File: config.mk
export PLATFORM = sky130hd
export DESIGN_NAME = bep_frame_encoder
export DESIGN_NICKNAME = d
export VERILOG_FILES = /design/src/rtl/bep_frame_encoder.sv
export SDC_FILE = /design/constraint.sdc
export NUM_CORES = 1
export LEC_CHECK = 0
export CAP_MARGIN = 10
export CELL_PAD_IN_SITES_DETAIL_PLACEMENT = 0
export CELL_PAD_IN_SITES_GLOBAL_PLACEMENT = 1
export CORE_ASPECT_RATIO = 0.9
export CORE_MARGIN = 3
export CORE_UTILIZATION = 44
export DETAILED_ROUTE_END_ITERATION = 16
export HOLD_SLACK_MARGIN = 0.02
export PLACE_DENSITY_LB_ADDON = 0.1
export RECOVER_POWER = 25
export SLEW_MARGIN = 0
export SYNTH_ARGS = -nofsm -noshare
export SYNTH_HDL_FRONTEND = slang
export SYNTH_SLANG_ARGS = --single-unit
File: constraint.sdc
create_clock -name clock -period 12.15 [get_ports clock]
set_clock_uncertainty 0.15 [all_clocks]
set_input_delay 1.215 -clock clock [delete_from_list [all_inputs] [get_ports clock]]
set_output_delay 1.215 -clock clock [all_outputs]
set_load 0.05 [all_outputs]
File: src/rtl/bep_frame_encoder.sv
// Manchester encoder for a fixed 192-bit thermostat frame, MSB first, followed by an idle-low trailer.
// Bit 1 is sent low-then-high and bit 0 high-then-low; bit_strobe marks each mid-bit transition.
module bep_frame_encoder #(
    parameter int HALF_BIT_CYCLES = 250,
    parameter int TRAIL_HALF_BITS = 4
) (
    input  logic        clock,
    input  logic        reset,
    input  logic        start,
    input  logic [31:0] preamble,
    input  logic [15:0] type_1,
    input  logic [15:0] type_2,
    input  logic [31:0] constant,
    input  logic [31:0] thermostat_id,
    input  logic [15:0] room_temp,
    input  logic [15:0] set_temp,
    input  logic [7:0]  state,
    input  logic [7:0]  tail_1,
    input  logic [7:0]  tail_2,
    input  logic [7:0]  tail_3,
    output logic        manchester_out,
    output logic        busy,
    output logic        done,
    output logic        bit_strobe
);

    typedef enum logic [1:0] {
        IDLE  = 2'd0,
        SEND  = 2'd1,
        TRAIL = 2'd2
    } fsm_e;

    localparam logic [11:0] HB_LAST    = 12'(HALF_BIT_CYCLES - 1);
    localparam logic [7:0]  TRAIL_LAST = 8'(TRAIL_HALF_BITS - 1);
    localparam logic [7:0]  BIT_LAST   = 8'd191;

    fsm_e         fsm_q, fsm_d;
    logic [11:0]  timer_q, timer_d;
    logic         half_q, half_d;
    logic [7:0]   bit_cnt_q, bit_cnt_d;
    logic [7:0]   trail_cnt_q, trail_cnt_d;
    logic [191:0] shift_q, shift_d;
    logic         out_q, out_d;
    logic         busy_q, busy_d;
    logic         done_q, done_d;
    logic         strobe_q, strobe_d;

    // Next-state logic: every output is computed here one cycle ahead and registered below.
    always_comb begin
        fsm_d       = fsm_q;
        timer_d     = timer_q;
        half_d      = half_q;
        bit_cnt_d   = bit_cnt_q;
        trail_cnt_d = trail_cnt_q;
        shift_d     = shift_q;
        out_d       = out_q;
        busy_d      = busy_q;
        done_d      = 1'b0;
        strobe_d    = 1'b0;

        case (fsm_q)
            IDLE: begin
                out_d  = 1'b0;
                busy_d = 1'b0;
                if (start) begin
                    shift_d   = {preamble, type_1, type_2, constant, thermostat_id,
                                 room_temp, set_temp, state, tail_1, tail_2, tail_3};
                    fsm_d     = SEND;
                    busy_d    = 1'b1;
                    timer_d   = 12'd0;
                    half_d    = 1'b0;
                    bit_cnt_d = 8'd0;
                    out_d     = ~preamble[31];
                end else begin
                    timer_d     = 12'd0;
                    half_d      = 1'b0;
                    bit_cnt_d   = 8'd0;
                    trail_cnt_d = 8'd0;
                end
            end

            SEND: begin
                if (timer_q == HB_LAST) begin
                    timer_d = 12'd0;
                    if (!half_q) begin
                        half_d   = 1'b1;
                        out_d    = shift_q[191];
                        strobe_d = 1'b1;
                    end else begin
                        half_d  = 1'b0;
                        shift_d = {shift_q[190:0], 1'b0};
                        if (bit_cnt_q == BIT_LAST) begin
                            bit_cnt_d = 8'd0;
                            out_d     = 1'b0;
                            if (TRAIL_HALF_BITS == 0) begin
                                fsm_d  = IDLE;
                                busy_d = 1'b0;
                                done_d = 1'b1;
                            end else begin
                                fsm_d       = TRAIL;
                                trail_cnt_d = 8'd0;
                            end
                        end else begin
                            bit_cnt_d = bit_cnt_q + 8'd1;
                            // First half of the next bit is the complement of that bit.
                            out_d     = ~shift_q[190];
                        end
                    end
                end else begin
                    timer_d = timer_q + 12'd1;
                end
            end

            TRAIL: begin
                out_d = 1'b0;
                if (timer_q == HB_LAST) begin
                    timer_d = 12'd0;
                    if (trail_cnt_q == TRAIL_LAST) begin
                        fsm_d       = IDLE;
                        busy_d      = 1'b0;
                        done_d      = 1'b1;
                        trail_cnt_d = 8'd0;
                    end else begin
                        trail_cnt_d = trail_cnt_q + 8'd1;
                    end
                end else begin
                    timer_d = timer_q + 12'd1;
                end
            end

            default: begin
                fsm_d       = IDLE;
                timer_d     = 12'd0;
                half_d      = 1'b0;
                bit_cnt_d   = 8'd0;
                trail_cnt_d = 8'd0;
                out_d       = 1'b0;
                busy_d      = 1'b0;
            end
        endcase
    end

    // State, counters, shift register and output registers.
    always_ff @(posedge clock or posedge reset) begin
        if (reset) begin
            fsm_q       <= IDLE;
            timer_q     <= 12'd0;
            half_q      <= 1'b0;
            bit_cnt_q   <= 8'd0;
            trail_cnt_q <= 8'd0;
            shift_q     <= 192'd0;
            out_q       <= 1'b0;
            busy_q      <= 1'b0;
            done_q      <= 1'b0;
            strobe_q    <= 1'b0;
        end else begin
            fsm_q       <= fsm_d;
            timer_q     <= timer_d;
            half_q      <= half_d;
            bit_cnt_q   <= bit_cnt_d;
            trail_cnt_q <= trail_cnt_d;
            shift_q     <= shift_d;
            out_q       <= out_d;
            busy_q      <= busy_d;
            done_q      <= done_d;
            strobe_q    <= strobe_d;
        end
    end

    assign manchester_out = out_q;
    assign busy           = busy_q;
    assign done           = done_q;
    assign bit_strobe     = strobe_q;

endmodule
## After elaboration in Yosys (flattened, before gate mapping)

Index checks and enable logic that the tools add are counted.

| word-level totals | value |
|---|---|
| input port bits | 195 |
| flip-flop bits (word level) | 227 |
| word-level logic and storage cells | 79 |

| cells by class | value |
|---|---|
| bitwise gates (word level) | 4 |
| add/sub/neg operators | 3 |
| muxes and demuxes | 41 |
| eq/ne operators | 12 |
| reduce and logical (&&, ||, !) cells | 9 |

Operator list:

| operator | count |
|---|---|
| 192-bit 2-to-1 mux | 3 |
| 192-bit one-hot mux with 2 select lines | 1 |
| 8-bit 2-to-1 mux | 9 |
| 12-bit 2-to-1 mux | 2 |
| 8-bit one-hot mux with 3 select lines | 1 |
| 8-bit by 1-bit adder with 8-bit output (second input constant) | 2 |
| 8-bit one-hot mux with 2 select lines | 1 |
| 1-bit 2-to-1 mux | 14 |
| 2-bit inequality test (second input constant) | 7 |
| 12-bit by 1-bit adder with 12-bit output (second input constant) | 1 |
| 12-bit by 8-bit == test with 1-bit output (second input constant) | 1 |
| 2-bit 2-to-1 mux | 6 |
| 8-bit by 2-bit == test with 1-bit output (second input constant) | 1 |
| 8-bit == test (second input constant) | 1 |
| 2-bit one-hot mux with 3 select lines | 1 |
| 3-bit AND reduction | 2 |
| 6-bit AND reduction | 1 |
| 5-bit AND reduction | 1 |
| 1-bit inverter | 4 |
| 1-bit one-hot mux with 2 select lines | 2 |
| 4-bit AND reduction | 1 |
| 1-bit one-hot mux with 3 select lines | 1 |
| 2-bit by 1-bit == test with 1-bit output (second input constant) | 1 |
| 2-bit == test (second input constant) | 1 |
| 4 further kinds | 4 |

## Longest topological paths before layout

| depth | value |
|---|---|
| depth in word-level cells | 5 |
| gate-level depth with buffers | 9 |

## Least setup slack after synthesis

Ideal clock, no wire load.

| timing | value |
|---|---|
| path type | input to register |
| from | input port start |
| to | register trail_cnt_q[7] |
| buffers on the path | 1 |
| cell stages on the path | 5 |
| arrival | 2097 ps |
| setup slack | 9808 ps |
| data required time | 11905 ps |
| setup time | 95 ps |
| path through | nand2_1 > a41oi_1 > clkbuf_1 > or3_1 > o31ai_1 |

| between the ends | value |
|---|---|
| longest elaborated chain between the ends | 2 |

RTL lines:

| what | line | text |
|---|---|---|
| start, declared | 9 | `input logic start,` |
| 2-bit inequality test (no line) | -- |  |
| 5-bit AND reduction (no line) | -- |  |
| end signal, assigned | 161 | `trail_cnt_q <= trail_cnt_d;` |
| end, declared | 41 | `logic [7:0] trail_cnt_q, trail_cnt_d;` |

No other way between the ends.
A chain may end at the register's enable or synchronous reset.

==> flow_summary_export.csv <==
group,metric,value,unit
critical_path,crit_type,"in2async",
outcome,status,"finished, violations left",
clocking,hold_buffers,0,
floorplanning,pin_count,199,
power_and_ir_drop,p_leak,0.00579,uW
critical_path,cp_data_required_time,11960,ps
global_routing,grt_pass1_wl,38400,um
drt,dr.pass1.iters,5,
yosys,synth_area,10600,sq um
finish,multi_input_area,4570,sq um
drt,ant_nets,0,
finish,area_growth,28.0,%
floorplanning,die_area,26000,sq um
clocking,htree_levels,1,
yosys,synth_ff_type,"dfrtp_1",
drt,vias,7743,
placed_design,placed_cells,1474,
power_and_ir_drop,pwr-share-clk,0.231,
power_and_ir_drop,ir_drop,0.120,mV
drt,wl_per_cell,15.3,um
power_and_ir_drop,switching_share,0.360,
clocking,cts_tree,"built",
critical_path,crit_arrival,6450,ps
timing,max_slew_margin,-1.81,
finish,num-fill-cells,2117,
timing,tightest_slew,4180,ps
finish,layout.cells.non_filler,1518,
clocking,cts.repair.resized,0,
floorplanning,initial_core_util,0.451,
critical_path,end_kind,"asynchronous set/reset pin",
drt,totalWireLength,23300,um
clocking,cts_buffers,25,
global_routing,grt_max_degree,253,
power_and_ir_drop,seq_power_share,0.377,
floorplanning,rows,53,
timing,timing.hold.ws,341,ps
clocking,post-cts-setup-buffer-count,0,
timing,setup_ws,5510,ps
finish,nets,1402,
yosys,seq_area_frac_synth,0.535,
drt,dr.first_iter.drc_count,485,
floorplanning,die_h,153,um
drt,drc,0,
clocking,clkTransAtPathRegs,60,ps
placed_design,gp_congestion,0.756,
yosys,syn-mean-instance-area,10.2,sq um
yosys,yosys_warnings,0,
placed_design,place_ws,7690,ps
timing,final-hold-violation-count,0,
min_path,hold_class,"reg2reg",
critical_path,cp-start-kind,"input port",
placed_design,port_buffers,198,
power_and_ir_drop,power_density,243,nW/um^2
flow_run,maxCapViolations,2,
finish,drive_above_1_share,0.0452,
clocking,clock_latency,510,ps
floorplanning,die_x,170,um
drt,viasPerCell,5.10,
critical_path,cp_max_fo,95,
timing,maxSlewViolCount,151,
yosys,synth_cell_types,38,
timing,setup_viol,0,
yosys,synth_edf_count,0,
timing,period_minus_slack,6640,ps
floorplanning,core_area,23500,sq um
clocking,cts_buffer_depth,3,
yosys,synth_cells,1038,
global_routing,grt_usage,0.176,
yosys,synth_nets,1240,
timing,finalSetupTns,0,ps
timing,period_share,0.547,
power_and_ir_drop,comb_power_share,0.392,
yosys,ys_ff_latch,227,
finish,seq_area,5680,sq um
placed_design,dpl.hpwl,14900,um
global_routing,first_global_vias,7575,
timing,fmax,0.151,GHz
power_and_ir_drop,p_sw,1190,uW
global_routing,grt-ovfl-total,0,
timing,rsz0062_at_grt,"no",
outcome,violations,"max-capacitance violations, max-slew violations",
clocking,clock_sinks,227,
power_and_ir_drop,p_int,2110,uW
yosys,async_reset_ff_frac,1.00,
finish,diodes,0,
global_routing,antenna_found_initial,3,
clocking,cts_root_buffer,"clkbuf_16",
## cell type report
cell class / count / share of cell area
Sequential cell: 227 / 0.418
Multi-Input combinational cell: 728 / 0.336
Timing Repair Buffer: 206 / 0.152
Clock buffer: 35 / 0.0547
Tap cell: 302 / 0.0278
Clock inverter: 8 / 0.00700
Inverter: 12 / 0.00341
## power groups by stage
stage	Combinational, uW	Sequential, uW	Clock, uW
finish	1300	1240	763
global route	1470	1290	821
CTS	1300	1250	790
detailed placement	1300	1250	0
global placement	1270	1250	0
floorplan	1070	1220	0
## registers in the layout (all words and copies together) (netlist names)
register / cells
fsm_q: 2
half_q: 1
trail_cnt_q: 8
timer_q: 12
bit_strobe: 1
done: 1
bit_cnt_q: 8
busy: 1
manchester_out: 1
shift_q: 192
## Yosys cell counts, types with 5 or more instances
| cell | n | area (sq um) |
|---|---|---|
| buf_2 | 42 | 210 |
| nand3_1 | 13 | 65.1 |
| or3_1 | 5 | 31.3 |
| ha_1 | 7 | 87.6 |
| nand2_1 | 14 | 52.6 |
| nor2_1 | 217 | 815 |
| clkbuf_1 | 29 | 109 |
| a21oi_1 | 193 | 966 |
| o21ai_0 | 19 | 95.1 |
| o31ai_1 | 14 | 105 |
| xnor2_1 | 5 | 43.8 |
| dfrtp_1 | 227 | 5680 |
| mux2i_1 | 192 | 1920 |
| xor2_1 | 5 | 43.8 |
| and3_1 | 7 | 43.8 |
| inv_1 | 12 | 45.0 |
## critical path: stages
cell,delay (ps)
dlygate4sd3_1,540
clkinvlp_2,2300
clkbuf_1,2230
## stage by stage
stage          cell area [sq um]  total power, uW   util
3_3_place_gp               12700             2520  0.541
3_5_place_dp               12700             2560  0.541
6_report                   13600             3300  0.577
4_1_cts                    13600             3340  0.577
2_1_floorplan              10600             2290      -
5_1_grt                    13600             3580  0.577
## cell families (layout without fill, tap and decap cells)
logic type	count (synthesis)	after routing	synth area share
muxes	192	192	0.181
AOI/OAI and AO/OA	243	243	0.123
adders and majority gates	7	7	0.00825
xor gates and xnor gates	10	10	0.00825
and+or+nand+nor	276	276	0.110
buffers and inverters	83	261	0.0343
DFF	227	227	0.535
## cells in the final DEF, fill, tap and decap left out, types with 7 or more instances in the layout
master / synthesis / routed
nor2_1: 217 / 217
o31ai_1: 14 / 14
dfrtp_1: 227 / 227
clkdlybuf4s50_1: 0 / 197
mux2i_1: 192 / 192
nand3_1: 13 / 13
nand2_1: 14 / 14
o21ai_0: 19 / 19
inv_1: 12 / 11
clkbuf_8: 0 / 8
and3_1: 7 / 7
clkbuf_16: 0 / 25
a21oi_1: 193 / 193
## layer usage
metal / global-route usage / part of all wire / vias up
met5: 0 / 0.0014 / -
met4: 0.0331 / 0.017 / 6
met3: 0.0497 / 0.071 / 30
met2: 0.265 / 0.43 / 169
met1: 0.257 / 0.48 / 3593
li1: - / - / 3945
## path summary, 6_finish.rpt
kind	start	to	slack, ps	depth (start not counted)
max	reset	trail_cnt_q[3]	5510	3
min	timer_q[0]	timer_q[0]	340	1
max reg2reg	fsm_q[1]	shift_q[64]	7870	11
min reg2reg	timer_q[0]	timer_q[0]	340	1
max in group clock	fsm_q[1]	shift_q[64]	7870	11
min in group asynchronous	reset	shift_q[85]	2230	2
(Power assumes the default switching activity.)
